$ cat config.mk
export PLATFORM = sky130hd
export DESIGN_NAME = mux_sel_sequencer
export DESIGN_NICKNAME = d
export VERILOG_FILES = /design/src/rtl/mux_sel_sequencer.sv
export SDC_FILE = /design/constraint.sdc
export NUM_CORES = 1
export LEC_CHECK = 0
export CAP_MARGIN = 20
export CORE_MARGIN = 1.5
export CORE_UTILIZATION = 50
export CTS_BUF_LIST = sky130_fd_sc_hd__clkbuf_2 sky130_fd_sc_hd__clkbuf_4 sky130_fd_sc_hd__clkbuf_8
export DETAILED_ROUTE_END_ITERATION = 8
export PLACE_DENSITY = 0.88
export RECOVER_POWER = 50
export SETUP_SLACK_MARGIN = 0.4
export SLEW_MARGIN = 20
export SYNTH_ARGS = -nofsm -noshare
export SYNTH_HDL_FRONTEND = slang
export SYNTH_SLANG_ARGS = --single-unit
$ cat constraint.sdc
create_clock -name clk -period 2.6 [get_ports clk]
set_input_delay 0.26 -clock clk [delete_from_list [all_inputs] [get_ports clk]]
set_output_delay 0.26 -clock clk [all_outputs]
set_load 0.05 [all_outputs]
$ cat src/rtl/mux_sel_sequencer.sv
// Stimulus sequencer for a 2:1 mux: steps {s,d1,d0} through 0..7, holding each vector HOLD cycles.
// Define MUX_SEQ_CHECK_EN to compile in the y_in checker; otherwise err_cnt stays 0.
module mux_sel_sequencer #(
  parameter int unsigned HOLD = 4
) (
  input  logic       clk,
  input  logic       rst_n,
  input  logic       start,
  input  logic       y_in,
  output logic       d0,
  output logic       d1,
  output logic       s,
  output logic [2:0] vec_idx,
  output logic       busy,
  output logic       done,
  output logic       pass,
  output logic [3:0] err_cnt
);

  localparam int unsigned CW = 4;
  localparam int unsigned VW = 3;
  localparam int unsigned EW = 4;

  localparam logic [1:0] IDLE  = 2'd0;
  localparam logic [1:0] DRIVE = 2'd1;
  localparam logic [1:0] DONE  = 2'd2;

  localparam logic [CW-1:0] HOLD_LAST = CW'(HOLD - 1);
  localparam logic [VW-1:0] VEC_LAST  = '1;
  localparam logic [EW-1:0] ERR_MAX   = '1;

  logic [1:0]    state, state_nxt;
  logic [CW-1:0] hold_cnt, hold_cnt_nxt;
  logic [VW-1:0] vec_nxt;
  logic [EW-1:0] err_nxt;
  logic          busy_nxt, done_nxt, pass_nxt;
  logic          mismatch_c;

  // Mismatch between the returned Y and what the mux should select for the current vector
`ifdef MUX_SEQ_CHECK_EN
  assign mismatch_c = (y_in != (s ? d1 : d0));
`else
  logic y_unused;
  assign y_unused   = y_in;
  assign mismatch_c = 1'b0;
`endif

  // Next-state and next-output logic
  always_comb begin
    state_nxt    = state;
    hold_cnt_nxt = hold_cnt;
    vec_nxt      = vec_idx;
    err_nxt      = err_cnt;
    busy_nxt     = busy;
    done_nxt     = 1'b0;
    pass_nxt     = pass;
    case (state)
      IDLE: begin
        busy_nxt     = 1'b0;
        vec_nxt      = '0;
        hold_cnt_nxt = '0;
        if (start) begin
          state_nxt = DRIVE;
          busy_nxt  = 1'b1;
          err_nxt   = '0;
          pass_nxt  = 1'b0;
        end
      end
      DRIVE: begin
        if (hold_cnt == HOLD_LAST) begin
          if (mismatch_c && (err_cnt != ERR_MAX)) begin
            err_nxt = err_cnt + EW'(1);
          end
          hold_cnt_nxt = '0;
          if (vec_idx == VEC_LAST) begin
            state_nxt = DONE;
            busy_nxt  = 1'b0;
            done_nxt  = 1'b1;
            vec_nxt   = '0;
            pass_nxt  = (err_nxt == '0);
          end else begin
            vec_nxt = vec_idx + VW'(1);
          end
        end else begin
          hold_cnt_nxt = hold_cnt + CW'(1);
        end
      end
      DONE: begin
        state_nxt = IDLE;
        busy_nxt  = 1'b0;
      end
      default: begin
        state_nxt    = IDLE;
        busy_nxt     = 1'b0;
        vec_nxt      = '0;
        hold_cnt_nxt = '0;
      end
    endcase
  end

  // State and registered outputs; mux inputs follow the vector index bit-for-bit
  always_ff @(posedge clk or negedge rst_n) begin
    if (!rst_n) begin
      state    <= IDLE;
      hold_cnt <= '0;
      vec_idx  <= '0;
      d0       <= 1'b0;
      d1       <= 1'b0;
      s        <= 1'b0;
      busy     <= 1'b0;
      done     <= 1'b0;
      pass     <= 1'b0;
      err_cnt  <= '0;
    end else begin
      state    <= state_nxt;
      hold_cnt <= hold_cnt_nxt;
      vec_idx  <= vec_nxt;
      d0       <= vec_nxt[0];
      d1       <= vec_nxt[1];
      s        <= vec_nxt[2];
      busy     <= busy_nxt;
      done     <= done_nxt;
      pass     <= pass_nxt;
      err_cnt  <= err_nxt;
    end
  end

endmodule

## Yosys cells after proc, flatten, opt, wreduce, memory -nomap -nowiden

Cells that the tools add are included.

| storage, ports and cells | value |
|---|---|
| flip-flop bits (word level) | 19 |
| input port bits | 4 |
| logic and storage cells | 51 |
| bits in read-only memories | 0 |
| memories | 0 |
| RAM bits | 0 |
| latch bits | 0 |

| operators by class | value |
|---|---|
| order comparisons | 0 |
| div/mod/pow operators | 0 |
| bitwise gates (word level) | 0 |
| equal/unequal tests | 7 |
| shift-type cells | 0 |
| add/sub/neg operators | 2 |
| reductions and logical operators | 7 |
| multiplexer cells | 25 |
| multipliers | 0 |

Operators with widths:

| cell | count |
|---|---|
| $mux 4 | 5 |
| $pmux 4 s2 | 2 |
| $mux 1 | 9 |
| $mux 2 | 3 |
| $mux 3 | 2 |
| $ne 2x2->1 const B | 3 |
| $pmux 3 s2 | 1 |
| $reduce_and 3->1 | 2 |
| $add 4x1->4 const B | 1 |
| $eq 4x2->1 const B | 1 |
| $logic_not 4->1 | 1 |
| $pmux 1 s2 | 2 |
| $pmux 2 s2 | 1 |
| $reduce_and 4->1 | 1 |
| $add 3x1->3 const B | 1 |
| $eq 3x3->1 const B | 1 |
| $eq 2x1->1 const B | 1 |
| $eq 2x2->1 const B | 1 |
| $logic_not 2->1 | 1 |
| $reduce_and 2->1 | 1 |
| $reduce_bool 2->1 | 1 |

## Depth between registers and ports, before layout

Gate-level depths: netlist (run 1).

| logic depth | value |
|---|---|
| depth in word-level cells | 7 |
| mapped depth | 5 |
| gate-level depth less buffers | 5 |

## Least setup slack after synthesis (run 1)

OpenSTA, ideal clock, no wires.

| timing | value |
|---|---|
| path type | register to register |
| start | register vec_idx[0] |
| end | register state[0] |
| arrival | 2110 ps |
| setup slack | 365 ps |
| data required time | 2475 ps |
| clock period less this slack | 2235 ps |
| buffers on the path | 0 |
| stages on the path, launching flop included | 6 |
| cell sequence | dfrtp_1 > ha_1 > ha_1 > or4bb_2 > a21oi_1 > mux2_2 |

| between the ends | value |
|---|---|
| cells in the longest elaborated chain, start to end | 3 |

Ends and longest elaborated chain:

| what | RTL line | text |
|---|---|---|
| start, declared | 13 | `output logic [2:0] vec_idx,` |
| start signal, assigned | 117 | `vec_idx <= vec_nxt;` |
| $eq 3x3->1 | 75 | `if (vec_idx == VEC_LAST) begin` |
| $ne 2x2->1 (no source line) | -- |  |
| $reduce_and 3->1 (no source line) | -- |  |
| end signal, assigned | 115 | `state <= state_nxt;` |
| end, declared | 32 | `logic [1:0] state, state_nxt;` |

Every way passes these cells.
A chain may end at the register's enable or synchronous reset.

## Final worst setup path (run 1)

Same ends and word-level chain as after synthesis.

==> results of run 1 <==
-- metrics by stage --
step	total power, mW	cell area [sq um]	setup slack, ns	utilization	cells
floorplan	0.4574	721.9	0.5121	-	73
finish	0.6670	830.8	0.5745	0.6306	95
CTS	0.6702	830.8	0.5801	0.6306	95
detailed placement	0.5171	794.5	0.5906	0.6030	91
global placement	0.5022	794.5	0.6382	0.6030	91
global route	0.7132	830.8	0.5013	0.6306	95
-- metal layers --
metal	global-route usage	up-vias
met5	0	-
met4	0.1250	0
met2	0.3016	25
met3	0.08152	9
met1	0.1939	258
li1	-	261
-- report_power, final --
part	internal, mW	leakage, nW	switching [mW]
clock network	0.0854	0.0210	0.0677
logic	0.106	0.205	0.164
registers	0.218	0.159	0.0264
total	0.409	0.385	0.258
-- cell type report --
cell class / count / area share
multi-input combinational: 50 / 0.4232
sequential: 12 / 0.3645
timing repair buffer: 11 / 0.1325
clock buffer: 4 / 0.04367
tap: 15 / 0.02259
inverter: 3 / 0.01355
-- kinds of logic after synthesis --
family / after synthesis
muxes: 2
and+or+nand+nor: 24
other: 1
DFF: 12
buffers and inverters: 11
adders and majority gates: 7
AOI/OAI and AO/OA: 13
-- Yosys cell counts (all sizes together) (2+ instances only) --
master | n | area share
nand3 | 6 | 0.042
o21ai | 2 | 0.014
inv | 3 | 0.016
buf | 7 | 0.074
nor2b | 2 | 0.018
nand2 | 7 | 0.037
dfrtp | 12 | 0.42
a31oi | 3 | 0.027
ha | 7 | 0.12
a21oi | 4 | 0.028
-- flip-flops by register name, indices dropped and copies added (netlist names) --
signal    count
busy          1
state         2
done          1
vec_idx       2
s             1
hold_cnt      4
pass          1
-- worst reg2reg max path, cell delays in order (launching register included) --
cell and delay [ns]:
sky130_fd_sc_hd__dfrtp_2 0.41, sky130_fd_sc_hd__ha_1 0.16, sky130_fd_sc_hd__ha_1 0.18, sky130_fd_sc_hd__or4bb_2 0.60
sky130_fd_sc_hd__a21oi_1 0.21, sky130_fd_sc_hd__mux2_2 0.35
-- path summary, 6_finish.rpt --
check	startpoint	end	slack, ns	depth (start not counted)
max	vec_idx[0]	state[0]	0.57	5
min	rst_n	state[0]	0.39	1
max reg2reg	vec_idx[0]	state[0]	0.57	5
min reg2reg	state[1]	state[1]	0.52	1
max in group asynchronous	rst_n	vec_idx[1]	1.82	1
min in group clk	state[1]	state[1]	0.52	1
==> flow_metrics.py, run 1 <==
metrics = {
    "logic_synthesis": {
        "synth.yosys.seq_area_share": 0.4240,
        "complex_gate_fraction_of_the_synthesized_area": 0.1201,
        "synthesis.area_per_instance_sq_um": 10.12,
        "synthDistinctLibCells": 27,
        "number_of_enable_type_register_cells_in_the_synthesized_netlist": 0,
        "syn-instance-count": 70,
        "synthSimpleGateAreaFrac": 0.2014,
        "ys_warn_count": 0,
        "yosys_register_bits": 12,
        "post_synth_instance_area_sq_um": 708.2,
        "muxShareOfSynthArea": 0.03004,
        "dominantRegCellSynth": "sky130_fd_sc_hd__dfrtp_1",
        "synth-adder-area-share": 0.1237,
        "asyncSetResetFlopFracSynth": 1.000,
        "combinational_family_with_the_most_area_after_synthesis": "simple AND/OR/NAND/NOR gates",
        "synthXorXnorAreaFrac": 0,
    },
    "sta": {
        "tightest_pin_transition_ns": 0.5375,
        "fmax_mhz": 493.7,
        "max-slew-margin-rel": 0.6405,
        "setup_tns_ns": 0,
        "hold_violations": 0,
        "post-route-min-period_ns": 2.025,
        "rsz0062_at_grt": "no",
        "slew_viol_final": 0,
        "worst_setup_skew_after_layout_ns": 0.001901,
        "fin_crit_sh": 0.7790,
        "whs_ns": 0.3912,
        "setup_viol": 0,
    },
    "route": {
        "met3_wirelength_um": 64,
        "route.final.wire_length_mm": 1.275,
        "m1WireLength_um": 518,
        "average_routed_wire_per_standard_cell_um": 13.42,
        "drt_pre_antenna_iters": 4,
        "topRoutingLayerUsed": "met4",
        "vias_per_cell": 5.821,
        "initialDrtViolationCount": 19,
        "met2WireLength_um": 655,
        "detail-route-antenna-nets": 0,
        "vias": 553,
        "residual_drc": 0,
    },
    "final_layout": {
        "antenna_cells": 0,
        "multi_input_comb_area_sq_um": 351.6,
        "layout-drive-gt1-share": 0.1375,
        "fillCellCount": 103,
        "mostFrequentLayoutCells": "sky130_fd_sc_hd__dfrtp_1, sky130_fd_sc_hd__clkdlybuf4s50_1, sky130_fd_sc_hd__nand2_1, sky130_fd_sc_hd__ha_1, sky130_fd_sc_hd__nand3_1",
        "finalNetCount": 92,
        "layout-area-overhead-vs-synth_pct": 17.31,
        "final-seq-area_sq_um": 302.8,
    },
    "grt": {
        "overflow": 0,
        "grt_pass1_vias": 449,
        "grt_max_degree": 16,
        "grt_first_pass_wirelength_mm": 1.856,
        "number_of_antenna_violations_at_the_first_check_in_global_routing": 0,
        "grtUsageTotal": 0.1865,
    },
    "critical_path": {
        "path_delay_family": "simple AND/OR/NAND/NOR gates",
        "path_max_fanout": 6,
        "critical_path.endpoint_type": "register",
        "worstPathRequired_ns": 2.78,
        "crit_path_kind": "register to register",
        "critPathMostFrequentCell": "sky130_fd_sc_hd__ha_1",
        "worstPathBufferInverterCount": 0,
        "crit_arrival_ns": 2.20,
        "worstPathCellList": "ha_1 -> ha_1 -> or4bb_2 -> a21oi_1 -> mux2_2",
        "worst_setup_path_start_kind": "register",
        "critPathMaxStageDelay_ns": 0.60,
        "cp_slowest_cell": "sky130_fd_sc_hd__or4bb_2",
    },
    "place": {
        "place.detailed.hpwl_um": 976.3,
        "gp_congestion": 0.7227,
        "numPortBuffers": 11,
    },
    "clock_tree": {
        "cts.clk_slew.worst_paths_ns": 0.08,
        "cts-buffers-inserted": 3,
        "cts_max_path_buffers": 2,
        "post_cts_hold_buffer_count": 0,
        "htree_levels": 1,
        "clock_sink_count": 12,
        "worst_skew_pair.late_latency_ns": 0.28,
        "cts_tree": "yes",
        "root_buffer": "sky130_fd_sc_hd__clkbuf_4",
        "cts_post_setup_buffers_inserted": 0,
        "post_cts.resized_instances": 0,
    },
    "min_path": {
        "hold_class": "primary input to async pin",
    },
    "die": {
        "initial_core_util": 0.5375,
        "placeableCoreArea_sq_um": 1318,
        "io_pins": 17,
        "die_area_sq_um": 1651,
        "die_width_um": 40.64,
        "num_rows": 13,
        "die_h_um": 40.64,
    },
    "run": {
        "cap_violations": 0,
    },
    "pwr": {
        "peakVddDrop_uv": 325.3,
        "leakagePower_nw": 0.3848,
        "power_density_nw_per_um2": 802.8,
    },
    "outcome": {
        "run_status": "finished clean",
    },
}
No activity file was read; power rests on OpenSTA's default activity.
==> run 2: changes to the inputs <==
- CORE_UTILIZATION: 50 -> 45
- PLACE_DENSITY: 0.88 -> 0.84
- clock period: 2.6 -> 1.75 ns (I/O delays scaled with it)
==> run 2 against run 1 <==
- maximum frequency increased by 19%
- setup slack worse by 0.52 ns
- via count is 3.3% higher
- sequential power increased by 49%
- sequential share of layout area fell by 5.5 points
- worst hold slack got worse by 0.066 ns
- register-to-register slack lost 0.52 ns
- largest cell class unchanged
- largest power group unchanged
- highest routed layer unchanged
==> flow_metrics.py, run 2 (same netlist as run 1, synthesis figures left out) <==
metrics = {
    "grt": {
        "grt_pass1_vias": 517,
        "grt_max_degree": 13,
        "grtUsageTotal": 0.1653,
        "overflow": 0,
        "number_of_antenna_violations_at_the_first_check_in_global_routing": 0,
        "grt_first_pass_wirelength_mm": 2.166,
    },
    "place": {
        "place.detailed.hpwl_um": 936.6,
        "placed_area_sq_um": 882.1,
        "gp_congestion": 0.7133,
        "numPortBuffers": 11,
    },
    "critical_path": {
        "worstPathCellList": "ha_4 -> ha_4 -> or4bb_4 -> a21oi_2 -> mux2_4",
        "critical_path.endpoint_type": "register",
        "worstPathRequired_ns": 1.91,
        "worst_setup_path_start_kind": "register",
        "cp_slowest_cell": "sky130_fd_sc_hd__or4bb_4",
        "critPathMaxStageDelay_ns": 0.46,
        "crit_arrival_ns": 1.86,
        "r2r_cells": 5,
        "cp.depth": 5,
        "path_max_fanout": 2,
        "crit_path_kind": "register to register",
        "critPathMostFrequentCell": "sky130_fd_sc_hd__ha_4",
        "r2r_setup_slack_ns": 0.05,
        "path_delay_family": "simple AND/OR/NAND/NOR gates",
        "worstPathBufferInverterCount": 0,
    },
    "final_layout": {
        "final_area_sq_um": 982.2,
        "finish.utilization": 0.6597,
        "largest_register_ff_count": 4,
        "fillCellCount": 110,
        "layout-area-overhead-vs-synth_pct": 38.69,
        "layout-drive-gt1-share": 0.4130,
        "registers.top_by_ff_count": "hold_cnt",
        "mostFrequentLayoutCells": "sky130_fd_sc_hd__buf_4, sky130_fd_sc_hd__dfrtp_1, sky130_fd_sc_hd__nand2_1",
        "finalNetCount": 104,
        "largest_registers": "hold_cnt (4), state (2), vec_idx (2)",
        "antenna_cells": 0,
        "layout.cells.most_common": "sky130_fd_sc_hd__buf_4",
    },
    "die": {
        "num_rows": 14,
        "initial_core_util": 0.4756,
        "placeableCoreArea_sq_um": 1489,
        "die_h_um": 42.67,
        "io_pins": 17,
        "die_width_um": 42.67,
        "die_area_sq_um": 1821,
    },
    "sta": {
        "tightest_pin_transition_ns": 0.5930,
        "rsz0062_at_grt": "yes",
        "fmax_mhz": 588.4,
        "setup_tns_ns": 0,
        "hold_violations": 0,
        "max-slew-margin-rel": 0.6063,
        "slew_viol_final": 0,
        "worst_setup_skew_after_layout_ns": 0.001174,
        "setup_viol": 0,
        "fin_crit_sh": 0.9712,
        "post-route-min-period_ns": 1.700,
    },
    "clock_tree": {
        "clock_sink_count": 12,
        "cts.clk_slew.worst_paths_ns": 0.07,
        "cts-buffers-inserted": 3,
        "worst_skew_pair.late_latency_ns": 0.27,
        "cts_tree": "yes",
        "cts_max_path_buffers": 2,
        "root_buffer": "sky130_fd_sc_hd__clkbuf_4",
        "htree_levels": 1,
        "post_cts_hold_buffer_count": 0,
    },
    "route": {
        "drt_pre_antenna_iters": 1,
        "vias_per_cell": 5.287,
        "residual_drc": 0,
        "route.final.wire_length_mm": 1.434,
        "initialDrtViolationCount": 0,
        "average_routed_wire_per_standard_cell_um": 13.28,
        "vias": 571,
        "detail-route-antenna-nets": 0,
    },
    "min_path": {
        "hold_class": "primary input to async pin",
    },
    "pwr": {
        "power_density_nw_per_um2": 1145,
        "power.share.switching": 0.3800,
        "clockPowerShare": 0.193,
        "leakagePower_nw": 0.4567,
        "power_frac_comb": 0.484,
        "power.switching_mw": 0.4274,
        "seq_power_share": 0.323,
        "p_int_mw": 0.6973,
        "peakVddDrop_uv": 764.2,
    },
    "outcome": {
        "run_status": "finished clean",
    },
    "run": {
        "cap_violations": 0,
    },
}
==> run 2: worst paths after layout <==
path,start,end
worst min-delay path,rst_n,hold_cnt[3]
worst min register to register,busy,busy
max in group asynchronous,rst_n,vec_idx[0]
min in group clk,busy,busy
worst max-delay path,vec_idx[0],state[0]
worst max register to register,vec_idx[0],state[0]
==> run 2: cell type report <==
class                           count  area, sq um  area share
Timing Repair Buffer               23        171.4      0.1745
Multi-Input combinational cell     50        439.2      0.4471
Inverter                            3        11.26     0.01146
Tap cell                           16        20.02     0.02038
Clock buffer                        4        36.28     0.03694
Sequential cell                    12        304.0      0.3096
==> run 2: metal layers <==
| layer | vias to the layer above | share of wire | GRT usage |
|---|---|---|---|
| met5 | - | 0 | 0 |
| met1 | 265 | 0.41 | 0.1758 |
| met4 | 0 | 0.022 | 0.1125 |
| met3 | 5 | 0.054 | 0.02979 |
| li1 | 283 | - | - |
| met2 | 18 | 0.51 | 0.2909 |
==> run 2: power by group through the flow <==
stage | Sequential [mW] | Combinational, mW | Clock, mW
finish | 0.364 | 0.545 | 0.217
global route | 0.368 | 0.587 | 0.232
CTS | 0.363 | 0.498 | 0.225
detailed placement | 0.359 | 0.481 | 0
global placement | 0.356 | 0.473 | 0
floorplan | 0.413 | 0.292 | 0
==> run 2: worst reg2reg max path, cell delays in order (launching register included) <==
cell	delay [ns]
sky130_fd_sc_hd__dfrtp_2	0.39
sky130_fd_sc_hd__ha_4	0.14
sky130_fd_sc_hd__ha_4	0.12
sky130_fd_sc_hd__or4bb_4	0.46
sky130_fd_sc_hd__a21oi_2	0.16
sky130_fd_sc_hd__mux2_4	0.31
==> run 2: what timing repair did <==
action / 4_1_cts / 5_1_grt
setup endpoints to repair: 18 / 16
gates cloned: 0 / 0
setup buffers: 2 / 3
pin swaps: 3 / 6
gates resized for setup: 16 / 12
==> run 2: per-stage QoR <==
step / hold slack, ns / instances / setup WS [ns] / power [mW]
after global routing: 0.3745 / 108 / 0.002295 / 1.187
after global placement: 0.5077 / 99 / 0.07267 / 0.8292
final: 0.3255 / 108 / 0.05047 / 1.125
after detailed placement: 0.5097 / 99 / 0.05102 / 0.8399
after CTS: 0.2729 / 105 / 0.03590 / 1.085
after floorplan: -0.1206 / 73 / -0.1326 / 0.7053
==> run 3: changes to the inputs <==
- CORE_MARGIN: 1.5 -> 3
==> run 3 against run 2 <==
- critical endpoint unchanged
- setup slack gained 0.0017 ns
- core utilization rose by 4.8 points
- power rose by 2.5%
- via count up 4.7%
- cell count down 0.93%
- clock power is 6% higher
- sequential power about the same
- wire length is 7.9% higher
- clock skew grew 0.0033 ns
- largest power group unchanged
- non-clock buffer count stayed put
- first-iteration DRC count is 12 higher
- die area is 15% higher
==> flow_metrics.py, run 3 (same netlist as run 1, synthesis figures left out) <==
metrics = {
    "route": {
        "vias_per_cell": 5.589,
        "drt_pre_antenna_iters": 4,
        "residual_drc": 0,
        "route.final.wire_length_mm": 1.548,
        "vias": 598,
        "detail-route-antenna-nets": 0,
        "initialDrtViolationCount": 12,
        "average_routed_wire_per_standard_cell_um": 14.47,
    },
    "critical_path": {
        "worstReg2RegStart": "vec_idx[1]",
        "cp_slowest_cell": "sky130_fd_sc_hd__or4bb_4",
        "cp.depth": 5,
        "worstPathRequired_ns": 1.93,
        "worstPathBufferInverterCount": 0,
        "critPathMaxStageDelay_ns": 0.48,
        "crit_end": "state[0]",
        "crit_path_kind": "register to register",
        "worstPathCellList": "ha_4 -> ha_4 -> or4bb_4 -> a21oi_4 -> mux2_4",
        "path_delay_family": "simple AND/OR/NAND/NOR gates",
        "path_max_fanout": 3,
        "r2r_setup_slack_ns": 0.05,
        "rr_endpoint": "state[0]",
        "critical_path.endpoint_type": "register",
        "r2r_cells": 5,
        "crit_arrival_ns": 1.87,
        "worst_setup_path_start_kind": "register",
        "critPathMostFrequentCell": "sky130_fd_sc_hd__ha_4",
        "worst_setup_path_startpoint": "vec_idx[1]",
    },
    "die": {
        "num_rows": 13,
        "placeableCoreArea_sq_um": 1383,
        "die_h_um": 45.67,
        "initial_core_util": 0.5122,
        "die_width_um": 45.67,
        "die_area_sq_um": 2086,
        "io_pins": 17,
    },
    "run": {
        "cap_violations": 0,
    },
    "pwr": {
        "power_density_nw_per_um2": 1178,
        "leakagePower_nw": 0.4627,
        "peakVddDrop_uv": 940.4,
        "report.power.total_mw": 1.153,
    },
    "sta": {
        "max-slew-margin-rel": 0.6006,
        "fmax_mhz": 589.0,
        "slew_viol_final": 0,
        "final_critical_path_setup_slack_ns": 0.05212,
        "fin_crit_sh": 0.9702,
        "rsz0062_at_grt": "yes",
        "tightest_pin_transition_ns": 0.6017,
        "post-route-min-period_ns": 1.698,
        "hold_violations": 0,
        "setup_viol": 0,
        "worst_setup_skew_after_layout_ns": 0.004509,
    },
    "grt": {
        "number_of_antenna_violations_at_the_first_check_in_global_routing": 0,
        "grt_max_degree": 13,
        "grt_first_pass_wirelength_mm": 2.421,
        "overflow": 0,
        "grt_pass1_vias": 572,
        "grtUsageTotal": 0.1695,
    },
    "clock_tree": {
        "htree_levels": 1,
        "worst_skew_pair.late_latency_ns": 0.28,
        "cts_tree": "yes",
        "cts-buffers-inserted": 3,
        "post_cts_hold_buffer_count": 0,
        "cts.clk_slew.worst_paths_ns": 0.08,
        "root_buffer": "sky130_fd_sc_hd__clkbuf_4",
        "clock_sink_count": 12,
        "cts_max_path_buffers": 2,
    },
    "place": {
        "place.detailed.hpwl_mm": 1.087,
        "numPortBuffers": 11,
        "dp_worst_setup_slack_ns": 0.05952,
        "gp_congestion": 0.7895,
    },
    "final_layout": {
        "largest_registers": "hold_cnt (4), state (2), vec_idx (2)",
        "registers.top_by_ff_count": "hold_cnt",
        "layout.cells.most_common": "sky130_fd_sc_hd__buf_4",
        "fillCellCount": 101,
        "antenna_cells": 0,
        "mostFrequentLayoutCells": "sky130_fd_sc_hd__buf_4, sky130_fd_sc_hd__dfrtp_1, sky130_fd_sc_hd__nand2_1",
        "final-seq-area_sq_um": 304.0,
        "multi_input_comb_area_sq_um": 424.2,
        "layout-area-overhead-vs-synth_pct": 38.16,
        "layout-drive-gt1-share": 0.3587,
        "finalNetCount": 104,
        "largest_register_ff_count": 4,
    },
    "min_path": {
        "hold_class": "primary input to async pin",
    },
    "outcome": {
        "run_status": "finished clean",
    },
}
## run 3: how the worst min path moves through the flow
stage,start,slack [ns],cells past startpoint,endpoint
after floorplan,rst_n,-0.12,0,busy
after global placement,state[1],0.50,1,state[1]
after detailed placement,busy,0.51,1,busy
after CTS,rst_n,0.26,1,pass
after global routing,rst_n,0.34,1,pass
final,rst_n,0.30,1,pass
## run 3: layout make-up
| cell class | count | area share |
|---|---|---|
| Multi-Input combinational cell | 50 | 0.4335 |
| Timing Repair Buffer | 23 | 0.1880 |
| Inverter | 3 | 0.01151 |
| Clock buffer | 4 | 0.03708 |
| Sequential cell | 12 | 0.3107 |
| Tap cell | 15 | 0.01918 |
## run 3: layer usage
metal | vias up | global-route usage | wire, um
met5 | - | 0 | 0
met4 | 0 | 0.1053 | 21
met3 | 4 | 0.03557 | 77
met2 | 20 | 0.2897 | 774
met1 | 291 | 0.1883 | 674
li1 | 283 | - | -
## run 3: through the flow
stage          utilization  hold WS (ns)  instance area (sq um)  std cells  TNS (ns)
2_1_floorplan            -       -0.1206                  760.7         73   -0.1326
3_3_place_gp        0.6335        0.5023                  875.8         98         0
3_5_place_dp        0.6335        0.5075                  875.8         98         0
4_1_cts             0.7005        0.2621                  968.4        106         0
5_1_grt             0.7077        0.3387                  978.4        107         0
6_report            0.7077        0.3028                  978.4        107         0
## run 3: power by group
group,internal [mW],switching [mW]
sequential,0.323,0.0388
clock,0.127,0.104
combinational,0.261,0.299
## run 3: repair_timing
action	in CTS	in global routing
setup endpoints to repair	16	17
gates resized for setup	13	6
endpoints found under the hold margin	0	0
pin swaps	2	0
buffers inserted	4	1
